## src/rtl/instr_loader.sv

```systemverilog
// Assembles big-endian instruction words from the UART byte stream and drives
// the instruction memory load port until a HALT is committed or memory fills.
module instr_loader #(
    parameter int DATA_WIDTH = 32,
    parameter int MEM_DEPTH  = 32,
    parameter int SIZEOP     = 6
) (
    input  logic                         i_clock,
    input  logic                         i_reset,
    input  logic [7:0]                   i_rx_data,
    input  logic                         i_rx_done,
    input  logic                         i_start,
    output logic [DATA_WIDTH-1:0]        o_instruccion,
    output logic [DATA_WIDTH-1:0]        o_address,
    output logic                         o_loading,
    output logic                         o_wr_en,
    output logic                         o_done,
    output logic                         o_error,
    output logic [$clog2(MEM_DEPTH):0]   o_word_count
);

    // state | meaning
    // IDLE  | waiting for i_start, bytes ignored
    // LOAD  | assembling words and committing them to memory
    // DONE  | HALT committed, bytes ignored until i_start
    // ERR   | memory filled without HALT, bytes ignored until i_start
    typedef enum logic [1:0] {IDLE, LOAD, DONE, ERR} state_t;

    localparam int CW = $clog2(MEM_DEPTH) + 1;
    localparam logic [CW-1:0] MAX_WORDS = CW'(MEM_DEPTH);

    state_t                  state, next_state;
    logic [DATA_WIDTH-9:0]   shift_q;   // first three bytes of the word in flight
    logic [1:0]              byte_cnt;
    logic [CW-1:0]           word_cnt;

    logic accept, last_byte, overflow, commit, halt_seen;
    logic [DATA_WIDTH-1:0]   word;

    assign word = {shift_q, i_rx_data};

    always_ff @(posedge i_clock) begin
        if (i_reset) state <= IDLE;
        else         state <= next_state;
    end

    always_comb begin
        next_state = state;
        accept     = (state == LOAD) && i_rx_done;
        last_byte  = accept && (byte_cnt == 2'd3);
        overflow   = last_byte && (word_cnt == MAX_WORDS);
        commit     = last_byte && !overflow;
        // HALT is detected on the registered word so o_loading covers the commit cycle
        halt_seen  = (state == LOAD) && o_wr_en &&
                     (o_instruccion[DATA_WIDTH-1 -: SIZEOP] == {SIZEOP{1'b1}});
        case (state)
            IDLE: if (i_start) next_state = LOAD;
            LOAD: begin
                if (overflow)       next_state = ERR;
                else if (halt_seen) next_state = DONE;
            end
            DONE: if (i_start) next_state = LOAD;
            ERR:  if (i_start) next_state = LOAD;
            default: next_state = IDLE;
        endcase
    end

    always_ff @(posedge i_clock) begin
        if (i_reset) begin
            shift_q       <= '0;
            byte_cnt      <= '0;
            word_cnt      <= '0;
            o_instruccion <= '0;
            o_address     <= '0;
            o_wr_en       <= 1'b0;
            o_loading     <= 1'b0;
            o_done        <= 1'b0;
            o_error       <= 1'b0;
        end else begin
            o_wr_en   <= commit;
            o_loading <= (next_state == LOAD);
            o_done    <= (next_state == DONE);
            o_error   <= (next_state == ERR);
            if (state != LOAD && i_start) begin
                byte_cnt <= '0;
                word_cnt <= '0;
            end else if (accept) begin
                shift_q  <= word[DATA_WIDTH-9:0];
                byte_cnt <= byte_cnt + 2'd1;
                if (commit) begin
                    o_instruccion <= word;
                    o_address     <= DATA_WIDTH'(word_cnt);
                    word_cnt      <= word_cnt + 1'b1;
                end
            end
        end
    end

    assign o_word_count = word_cnt;

endmodule

```

## config.mk

```make
export PLATFORM = sky130hd
export DESIGN_NAME = instr_loader
export DESIGN_NICKNAME = d
export VERILOG_FILES = /design/src/rtl/instr_loader.sv
export SDC_FILE = /design/constraint.sdc
export NUM_CORES = 1
export LEC_CHECK = 0
export ABC_AREA = 1
export CORE_MARGIN = 1
export CORE_UTILIZATION = 47
export DETAILED_ROUTE_END_ITERATION = 7
export PLACE_DENSITY = 0.85
export REMOVE_ABC_BUFFERS = 1
export SLEW_MARGIN = 20
export SYNTH_ARGS = -nofsm -noshare
export SYNTH_HDL_FRONTEND = slang
export SYNTH_SLANG_ARGS = --single-unit
```

## constraint.sdc

```tcl
create_clock -name i_clock -period 1.6 [get_ports i_clock]
set_input_delay 0.16 -clock i_clock [delete_from_list [all_inputs] [get_ports i_clock]]
set_output_delay 0.16 -clock i_clock [all_outputs]
set_load 0.01 [all_outputs]
```

==> flow_summary_export.csv <==
group,metric,value,unit
outcome,status,"complete, no violations",
pwr,power_density,885,nW/µm²
critical_path,max_stage_delay,550,ps
pwr,power,0.00345,W
die,rows,28,
critical_path,endpoint_kind,"output port",
critical_path,rrSetupSlack,110,ps
logic_synthesis,async_flop_share,0,%
critical_path,critPathKind,"flip-flop to output port",
cts,cts_setup_buffers,0,
sta,timing.final.hold_violations,0,
logic_synthesis,ys_top_cells_by_area,"dfxtp_1, nand2_1, nor2_1, buf_4, a21oi_1",
die,ios,86,
pwr,ir_drop,0.000555,V
cts,cts_buffer_depth,2,
critical_path,critPathArrivalTime,1380,ps
cts,clock_sinks,76,
worst_hold_path,hp-class,"input port to flip-flop",
logic_synthesis,synth_cells,390,
critical_path,crit_chain,"buf_4 > clkdlybuf4s50_1",
global_route,track_usage,20.0,%
detailed_routing,viasPerCell,4.82,
cts,postCtsHoldBufs,0,
logic_synthesis,netlist_area,3040,µm²
logic_synthesis,synth_top_family_by_area,"simple AND/OR/NAND/NOR gates",
cts,clock-root-buffer,"clkbuf_8",
cts,htree_levels,3,
logic_synthesis,synth-compound-area-share,12.1,%
logic_synthesis,dominantRegCellSynth,"dfxtp_1",
die,die_area,6790,µm²
logic_synthesis,synth_top_area_cell,"dfxtp_1",
sta,setup_ws,62.2,ps
placement,place_hpwl,4390,µm
logic_synthesis,synth_common_cells,"nand2_1, nor2_1, dfxtp_1",
final_layout,drive_gt1_share,8.66,%
sta,timing.final.crit_share,96.1,%
detailed_routing,drc,0,
logic_synthesis,ys_seq_elements,76,
critical_path,critPathMaxFanout,6,
logic_synthesis,seq_area_frac_synth,50.0,%
placement,portBuffers,59,
pwr,power.leakage,1.49,nW
critical_path,timing.critical_path.from_type,"flip-flop",
placement,pre_cts_ws,33.1,ps
global_route,grt_max_degree,35,
logic_synthesis,synthSimpleGateAreaFrac,23.9,%
sta,rsz0062_at_grt,"false",
sta,max_freq,650,MHz
logic_synthesis,yosysTopAreaCellShare,50.0,%
detailed_routing,drtIter0Drc,152,
cts,cts_resized,0,
die,coreArea,6100,µm²
logic_synthesis,synth_edf_count,0,
global_route,antenna_found_initial,0,
final_layout,antenna_cells,0,
detailed_routing,ant_nets,0,
die,initial_core_util,49.9,%
cts,cts_made_buffers,9,
sta,setup_viol,0,
cts,cts_tree,"built",
sta,drv_slew,0,
detailed_routing,wirelength,6420,µm
logic_synthesis,synth_xor_xnor_area_share,1.15,%
die,fp.dieH,82.4,µm
final_layout,area_growth,28.4,%
detailed_routing,detail_route.wl_per_cell,12.0,µm
logic_synthesis,synth_cell_types,25,
critical_path,critical_path_required,1440,ps
critical_path,crit_slowest_cell,"clkdlybuf4s50_1",
sta,clock_skew,8.72,ps
global_route,grt_pass1_vias,2211,
logic_synthesis,synthMuxAreaShare,0,%
die,die_width,82.4,µm
final_layout,fillerInstances,533,
cts,insertion_delay,340,ps
logic_synthesis,synth.avg_cell_area,7.80,µm²
sta,period_needed,1540,ps
placement,gp_congestion,0.832,
detailed_routing,drt_pass1_iterations,4,
detailed_routing,num_vias,2588,
global_route,grt_pass1_wl,10000,µm
run,drv_cap,0,
logic_synthesis,yosys_warnings,0,
global_route,overflow,0,
final_layout,final_nets,472,
cts,path_clk_slew,80,ps
logic_synthesis,synth-adder-area-share,1.23,%
==> placed cells by master (no fill, tap or decap), types with 4 or more instances in the layout <==
master            n
nand3_1           4
o21ai_1          29
conb_1           26
nand2_1          82
inv_1            13
o21ai_0           6
buf_12            5
nor2_1           82
dfxtp_1          76
a21oi_1          35
clkdlybuf4s50_1  59
buf_4            12
clkbuf_8         12
==> critical path: cells and delay by family (launching register included) <==
kind / cells / cell delay [ps]
buf+inv: 2 / 690
flops: 1 / 340
==> layer usage <==
metal  vias up  GRT usage [%]  share of wire (%)
met5         -              0                  0
met4         0           11.6                2.3
met3        12           3.74                5.9
met2        97           33.8                 50
met1      1168           23.5                 42
li1       1311              -                  -
==> sequential cells by signal (all words and copies together) (netlist names), 2 cells and up <==
signal	flops
o_address	6
shift_q	24
byte_cnt	2
state	2
o_word_count	6
o_instruccion	32
==> stage by stage <==
step / cells / cell area (µm²) / util (%) / TNS [ps] / hold slack (ps)
6_report: 537 / 3900 / 64.0 / 0 / 409
5_1_grt: 537 / 3900 / 64.0 / 0 / 417
4_1_cts: 537 / 3900 / 64.0 / 0 / 400
3_5_place_dp: 521 / 3710 / 60.9 / 0 / 454
3_3_place_gp: 521 / 3710 / 60.9 / 0 / 450
2_1_floorplan: 370 / 2840 / - / -192 / 229
==> report_power, final <==
part | leakage, nW | switching, W | internal [W]
combinational | 0.781 | 0.000117 | 0.0000645
sequential | 0.613 | 0.0000111 | 0.00191
clock | 0.0917 | 0.000664 | 0.000689
total | 1.49 | 0.000793 | 0.00266
==> cells by family (layout without fill, tap and decap cells) <==
family	count (synthesis)	count (layout)
AND/OR/NAND/NOR	176	176
other	1	26
adder cells (fa/ha/maj)	3	3
flip-flops	76	76
buffers and inverters	59	106
AO/OA/AOI/OAI	71	71
XOR/XNOR	4	4
==> worst paths after layout <==
| check | from | to | cells after the start |
|---|---|---|---|
| max | o_word_count[0] | o_word_count[0] | 2 |
| min reg2reg | shift_q[19] | shift_q[19] | 2 |
| max reg2reg | o_word_count[0] | o_instruccion[23] | 8 |
| min | i_rx_data[5] | shift_q[5] | 3 |
==> area by class of cell <==
cell class	instances	area (µm²)	share of cell area, %
flip-flops and latches	76	1520	39.0
multi-input cells	280	1260	32.4
repair buffers	76	781	20.0
clock buffers	13	169	4.33
well taps	75	93.8	2.40
inverters	14	53.8	1.38
clock inverters	3	20.0	0.513
(Power assumes the default switching activity.)
